--- src/rtl/sec_timer_multi.sv ---
// Multi-channel seconds timer: CHANNELS independent down-counters of whole seconds derived from
// one CLK_HZ clock, each with one-shot/periodic mode, restart, abort and a one-cycle done pulse.
module sec_timer_multi #(
  parameter int unsigned CLK_HZ   = 10000,
  parameter int unsigned SEC_W    = 7,
  parameter int unsigned CHANNELS = 2
) (
  input  logic                      clk,
  input  logic                      reset,
  input  logic [CHANNELS-1:0]       startCounting,
  input  logic [CHANNELS-1:0]       abort,
  input  logic [CHANNELS-1:0]       periodic,
  input  logic [CHANNELS*SEC_W-1:0] secondsToCount,
  output logic [CHANNELS-1:0]       busy,
  output logic [CHANNELS-1:0]       timeFinished,
  output logic [CHANNELS*SEC_W-1:0] secondsLeft
);

  localparam int unsigned CycW = (CLK_HZ > 1) ? $clog2(CLK_HZ) : 1;
  localparam logic [CycW-1:0] CycMax = CycW'(CLK_HZ - 1);
  localparam logic [SEC_W-1:0] SecOne = SEC_W'(1);

  localparam logic [0:0] StIdle = 1'b0;
  localparam logic [0:0] StRun  = 1'b1;

  for (genvar i = 0; i < CHANNELS; i++) begin : gChan
    logic [CycW-1:0]  cycCnt;
    logic [SEC_W-1:0] secCnt;
    logic [SEC_W-1:0] loadVal;
    logic [SEC_W-1:0] loadIn;
    logic             modePer;
    logic [0:0]       state;
    logic             pulse;

    assign loadIn = secondsToCount[i*SEC_W +: SEC_W];

    always_ff @(posedge clk or posedge reset) begin
      if (reset) begin
        state   <= StIdle;
        cycCnt  <= '0;
        secCnt  <= '0;
        loadVal <= '0;
        modePer <= 1'b0;
        pulse   <= 1'b0;
      end else begin
        pulse <= 1'b0;
        if (abort[i]) begin
          state   <= StIdle;
          cycCnt  <= '0;
          secCnt  <= '0;
          loadVal <= '0;
          modePer <= 1'b0;
        end else if (startCounting[i]) begin
          // Periodic with a zero load would pulse every cycle; it degrades to one-shot.
          loadVal <= loadIn;
          modePer <= periodic[i] && (loadIn != '0);
          cycCnt  <= '0;
          secCnt  <= loadIn;
          state   <= StRun;
        end else if (state == StRun) begin
          if (secCnt == '0) begin
            pulse  <= 1'b1;
            state  <= StIdle;
            cycCnt <= '0;
          end else if (cycCnt < CycMax) begin
            cycCnt <= cycCnt + 1'b1;
          end else begin
            cycCnt <= '0;
            if (secCnt == SecOne) begin
              pulse <= 1'b1;
              if (modePer) begin
                secCnt <= loadVal;
              end else begin
                secCnt <= '0;
                state  <= StIdle;
              end
            end else begin
              secCnt <= secCnt - 1'b1;
            end
          end
        end
      end
    end

    assign busy[i]                        = (state == StRun);
    assign timeFinished[i]                = pulse;
    assign secondsLeft[i*SEC_W +: SEC_W]  = secCnt;
  end

endmodule

--- config.mk ---
export PLATFORM = sky130hd
export DESIGN_NAME = sec_timer_multi
export DESIGN_NICKNAME = d
export VERILOG_FILES = /design/src/rtl/sec_timer_multi.sv
export SDC_FILE = /design/constraint.sdc
export NUM_CORES = 1
export LEC_CHECK = 0
export ABC_AREA = 1
export CAP_MARGIN = 20
export CORE_MARGIN = 3
export CORE_UTILIZATION = 40
export DETAILED_ROUTE_END_ITERATION = 6
export PLACE_DENSITY_LB_ADDON = 0.05
export SLEW_MARGIN = 20
export SYNTH_ARGS = -nofsm -noshare
export SYNTH_HDL_FRONTEND = slang
export SYNTH_SLANG_ARGS = --single-unit
--- constraint.sdc ---
create_clock -name clk -period 4.05 [get_ports clk]
set_input_delay 0.81 -clock clk [delete_from_list [all_inputs] [get_ports clk]]
set_output_delay 0.81 -clock clk [all_outputs]
set_load 0.02 [all_outputs]
==> results_tabular.tex <==
\begin{tabular}{lr}
\hline
Metric & Value \\
\hline
\multicolumn{2}{l}{\textbf{STA}} \\
\quad Final Hold Fails & 0 \\
\quad Post-route setup TNS & 0 ns \\
\quad Transition time at the pin with the least slew margin & 0.797 ns \\
\quad Worst clock skew on the final layout & approximately 0.0090 ns \\
\quad Timing-limited maximum frequency & 429 MHz \\
\quad Minimum setup slack in the final design & 1.72 ns \\
\quad Period minus WS final & 2.33 ns \\
\quad Fin. max-slew vios & 0 \\
\quad Setup violations, final & 0 \\
\quad Final Cycle Share & 0.576 \\
\quad RSZ-0062 raised after global routing & no \\
\quad Worst max-slew margin expressed relative to the limit & 0.468 \\
\multicolumn{2}{l}{\textbf{Clock network}} \\
\quad Worst-path clk slew & 0.07 ns \\
\quad H-tree Lvls & 3 \\
\quad TritonCTS clock tree & yes \\
\quad CTS root buffer & sky130\_fd\_sc\_hd\_\_clkbuf\_8 \\
\quad Number of buffers added for setup after CTS & 0 \\
\quad \# hold bufs at CTS & 0 \\
\quad Resize count post-CTS & 0 \\
\quad Total CTS buffers & 9 \\
\quad Clock Sinks & 62 \\
\quad Later-pin clock latency in the skew report & 0.34 ns \\
\quad Clock buffer depth & 2 \\
\multicolumn{2}{l}{\textbf{Place}} \\
\quad Cell Area, Placed & 4160 um2 \\
\quad Setup WS pre-CTS & 1.41 ns \\
\quad Port Buffers & 39 \\
\quad Final HPWL from detailed placement & 6.21 mm \\
\quad Final GP Congestion & 0.868 \\
\multicolumn{2}{l}{\textbf{Detailed routing}} \\
\quad Starting DRT DRC Count & 73 \\
\quad Count of TritonRoute iterations in the first routing pass & 4 \\
\quad Detailed-route DRC error count & 0 \\
\quad Wirelength per Cell & 12.9 um \\
\quad Count of nets left with antenna violations after detail routing & 0 \\
\quad Via density & 4.94 \\
\quad Vias after detailed routing & 3219 \\
\quad Drt total wl & 8.41 mm \\
\multicolumn{2}{l}{\textbf{Synthesis}} \\
\quad YS warnings & 0 \\
\quad Cell area after synthesis & $\sim$3700 um2 \\
\quad Cell variety after synth & 34 \\
\quad Net count of the mapped netlist & roughly 530 \\
\quad Avg Cell Area, Syn & around 7.5 um2 \\
\quad Share of the yosys chip area belonging to registers & 0.416 \\
\quad Post-synthesis sequential element count & 62 \\
\quad Post-Synthesis Cells & 500 \\
\multicolumn{2}{l}{\textbf{Final layout}} \\
\quad N\_diodes & 0 \\
\quad Most common cell after layout, fill and taps aside & sky130\_fd\_sc\_hd\_\_nand2\_1 \\
\quad Fraction of final layout cells with drive strength greater than 1 & 0.105 \\
\quad Fillcell total & 897 \\
\quad Layout Area Growth over Synthesis & 17.5\% \\
\quad Commonest cells after routing, fill and taps aside & sky130\_fd\_sc\_hd\_\_nand2\_1, sky130\_fd\_sc\_hd\_\_nor2\_1, sky130\_fd\_sc\_hd\_\_dfrtp\_1 \\
\quad Sequential standard cell area & 1550 um2 \\
\quad Area taken by multi-input logic gates & roughly 1800 um2 \\
\quad Final design instance area without fill & approximately 4400 um2 \\
\quad \# nets final & roughly 570 \\
\multicolumn{2}{l}{\textbf{Critical path}} \\
\quad Worst Reg2Reg Path Length in Cells & 9 \\
\quad Arr. time, crit path & around 1.5 ns \\
\quad Reg-to-reg critical path endpoint & gChan[0].cycCnt[8]\$\_DFFE\_PP0P\_ \\
\quad Max stage delay cell, worst path & sky130\_fd\_sc\_hd\_\_clkdlybuf4s50\_1 \\
\quad Kind of end point of the critical path & output port \\
\quad Source of the worst register-to-register timing path & gChan[0].secCnt[0]\$\_DFFE\_PP0P\_ \\
\quad Worst Path Max Fanout & 5 \\
\quad Largest delay contributor family on the critical path & buffers and inverters \\
\quad Element type at the critical path start & flip-flop \\
\quad Chain of cells forming the critical path & clkdlybuf4s50\_1 \\
\quad Reg2Reg Setup Slack & 2.26 ns \\
\quad Sum of buffers and inverters on the critical path & 1 \\
\quad Data required time at the worst endpoint & 3.24 ns \\
\quad Start-to-end type of the worst setup path & reg -> out \\
\quad Delay of the slowest cell on the worst path & 0.67 ns \\
\multicolumn{2}{l}{\textbf{Pwr}} \\
\quad Power per standard cell area & 369 nW/um2 \\
\quad Leakage component of the power & 2.04 nW \\
\quad Max rail drop VDD & 0.195 mV \\
\multicolumn{2}{l}{\textbf{Floorplan}} \\
\quad Total Die Area & roughly 11000 um2 \\
\quad Die Wd & 103 um \\
\quad I/O Pins & 40 \\
\quad Row Count & 34 \\
\quad Initial Utilization & 0.420 \\
\quad Total core area & 8890 um2 \\
\quad Overall die height & 103 um \\
\multicolumn{2}{l}{\textbf{Job}} \\
\quad Count of maximum capacitance violations & 0 \\
\multicolumn{2}{l}{\textbf{GRT}} \\
\quad Antenna violations before repair & 0 \\
\quad Pin count of the biggest net entering global routing & 38 \\
\quad GRT Overall Usage & 0.173 \\
\quad Wire length of the first global-routing pass & 14.5 mm \\
\quad Leftover overflow at the end of global routing & 0 \\
\quad Number of global-route vias before repair & around 3.1k \\
\multicolumn{2}{l}{\textbf{Outcome}} \\
\quad Outcome & completed \\
\multicolumn{2}{l}{\textbf{Hold path}} \\
\quad Worst hold path stage count & 2 \\
\quad Hold Startpoint & gChan[1].secCnt[1]\$\_DFFE\_PP0P\_ \\
\quad Min-Delay Endpoint & gChan[1].secCnt[1]\$\_DFFE\_PP0P\_ \\
\quad Type of the tightest min-delay check & reg -> reg \\
\hline
\end{tabular}
## cells in the mapped netlist
cell                       instances  area share
sky130_fd_sc_hd__a21oi_1          14       0.019
sky130_fd_sc_hd__a21oi_2           1      0.0023
sky130_fd_sc_hd__a31oi_1           2      0.0034
sky130_fd_sc_hd__buf_2             2      0.0027
sky130_fd_sc_hd__buf_4             6       0.012
sky130_fd_sc_hd__buf_6             4       0.012
sky130_fd_sc_hd__clkinv_4          1      0.0023
sky130_fd_sc_hd__dfrtp_1          62        0.42
sky130_fd_sc_hd__ha_1              7       0.023
sky130_fd_sc_hd__inv_1            57       0.057
sky130_fd_sc_hd__inv_2             3      0.0030
sky130_fd_sc_hd__inv_4             1      0.0017
sky130_fd_sc_hd__nand2_1         119        0.12
sky130_fd_sc_hd__nand2_2           8       0.013
sky130_fd_sc_hd__nand2_4           2      0.0060
sky130_fd_sc_hd__nand3_1          39       0.052
sky130_fd_sc_hd__nand3_2           2      0.0054
sky130_fd_sc_hd__nand3b_1          6       0.012
sky130_fd_sc_hd__nand4_1           7       0.012
sky130_fd_sc_hd__nand4_2           1      0.0034
sky130_fd_sc_hd__nor2_1           75       0.075
sky130_fd_sc_hd__nor2_2            9       0.015
sky130_fd_sc_hd__nor2_4            6       0.018
sky130_fd_sc_hd__nor2_8            1      0.0054
sky130_fd_sc_hd__nor3_1            8       0.011
sky130_fd_sc_hd__nor3_2            3      0.0081
sky130_fd_sc_hd__nor4_1            2      0.0034
sky130_fd_sc_hd__o211ai_1          4      0.0081
sky130_fd_sc_hd__o21ai_0          32       0.043
sky130_fd_sc_hd__o21ai_1           3      0.0040
sky130_fd_sc_hd__o21bai_1          1      0.0020
sky130_fd_sc_hd__or2_2             1      0.0017
sky130_fd_sc_hd__xnor2_1           4      0.0094
sky130_fd_sc_hd__xor2_1            7       0.016
## state kept, by name, summed over array words and instances, names as in the netlist
name / count
gChan.cycCnt: 28
gChan.state: 2
gChan.modePer: 2
gChan.pulse: 2
gChan.secCnt: 14
gChan.loadVal: 14
## routing by layer
layer | routed length, um | GRT usage
met1 | 4160 | 0.235
met4 | 120 | 0.0616
met3 | 275 | 0.0271
met5 | 0 | 0
met2 | 3850 | 0.281
## power breakdown
group / total [W] / internal (W) / switching, W
Clock: 0.000595 / 0.000350 / 0.000245
Combinational: 0.000328 / 0.000129 / 0.000199
Sequential: 0.000693 / 0.000651 / 0.0000417
## cell type report
| type | instances | share of cell area |
|---|---|---|
| clock buffers | 13 | 0.0408 |
| multi-input cells | 364 | 0.419 |
| well taps | 108 | 0.0308 |
| clock inverters | 3 | 0.00914 |
| flip-flops and latches | 62 | 0.354 |
| repair buffers | 40 | 0.0908 |
| inverters | 62 | 0.0548 |
## kinds of logic after synthesis
| logic type | count (synthesis) | synth area share |
|---|---|---|
| buffers and inverters | 74 | 0.0912 |
| flip-flops | 62 | 0.416 |
| adder cells (fa/ha/maj) | 7 | 0.0235 |
| XOR/XNOR | 11 | 0.0258 |
| AO/OA/AOI/OAI | 57 | 0.0815 |
| AND/OR/NAND/NOR | 289 | 0.362 |
## metrics by stage
step | utilization | power, W | hold WS (ns) | instances
finish | 0.493 | 0.00162 | 0.502 | 652
global route | 0.493 | 0.00170 | 0.538 | 652
CTS | 0.493 | 0.00164 | 0.510 | 652
detailed placement | 0.468 | 0.00104 | 0.492 | 636
global placement | 0.468 | 0.00103 | 0.496 | 636
floorplan | - | 0.000924 | 0.475 | 500
## how the worst max path moves through the flow
stage	from	endpoint	slack (ns)	cells past startpoint
2_1_floorplan	reset	gChan[0].cycCnt[0]$_DFFE_PP0P_	1.70	1
3_3_place_gp	startCounting[0]	gChan[0].cycCnt[11]$_DFFE_PP0P_	1.49	8
3_5_place_dp	startCounting[0]	gChan[0].cycCnt[11]$_DFFE_PP0P_	1.41	8
4_1_cts	gChan[1].secCnt[2]$_DFFE_PP0P_	secondsLeft[9]	1.71	1
5_1_grt	startCounting[0]	gChan[0].cycCnt[11]$_DFFE_PP0P_	1.62	8
6_report	gChan[1].secCnt[2]$_DFFE_PP0P_	secondsLeft[9]	1.72	1
No activity file was read; power rests on OpenSTA's default activity.
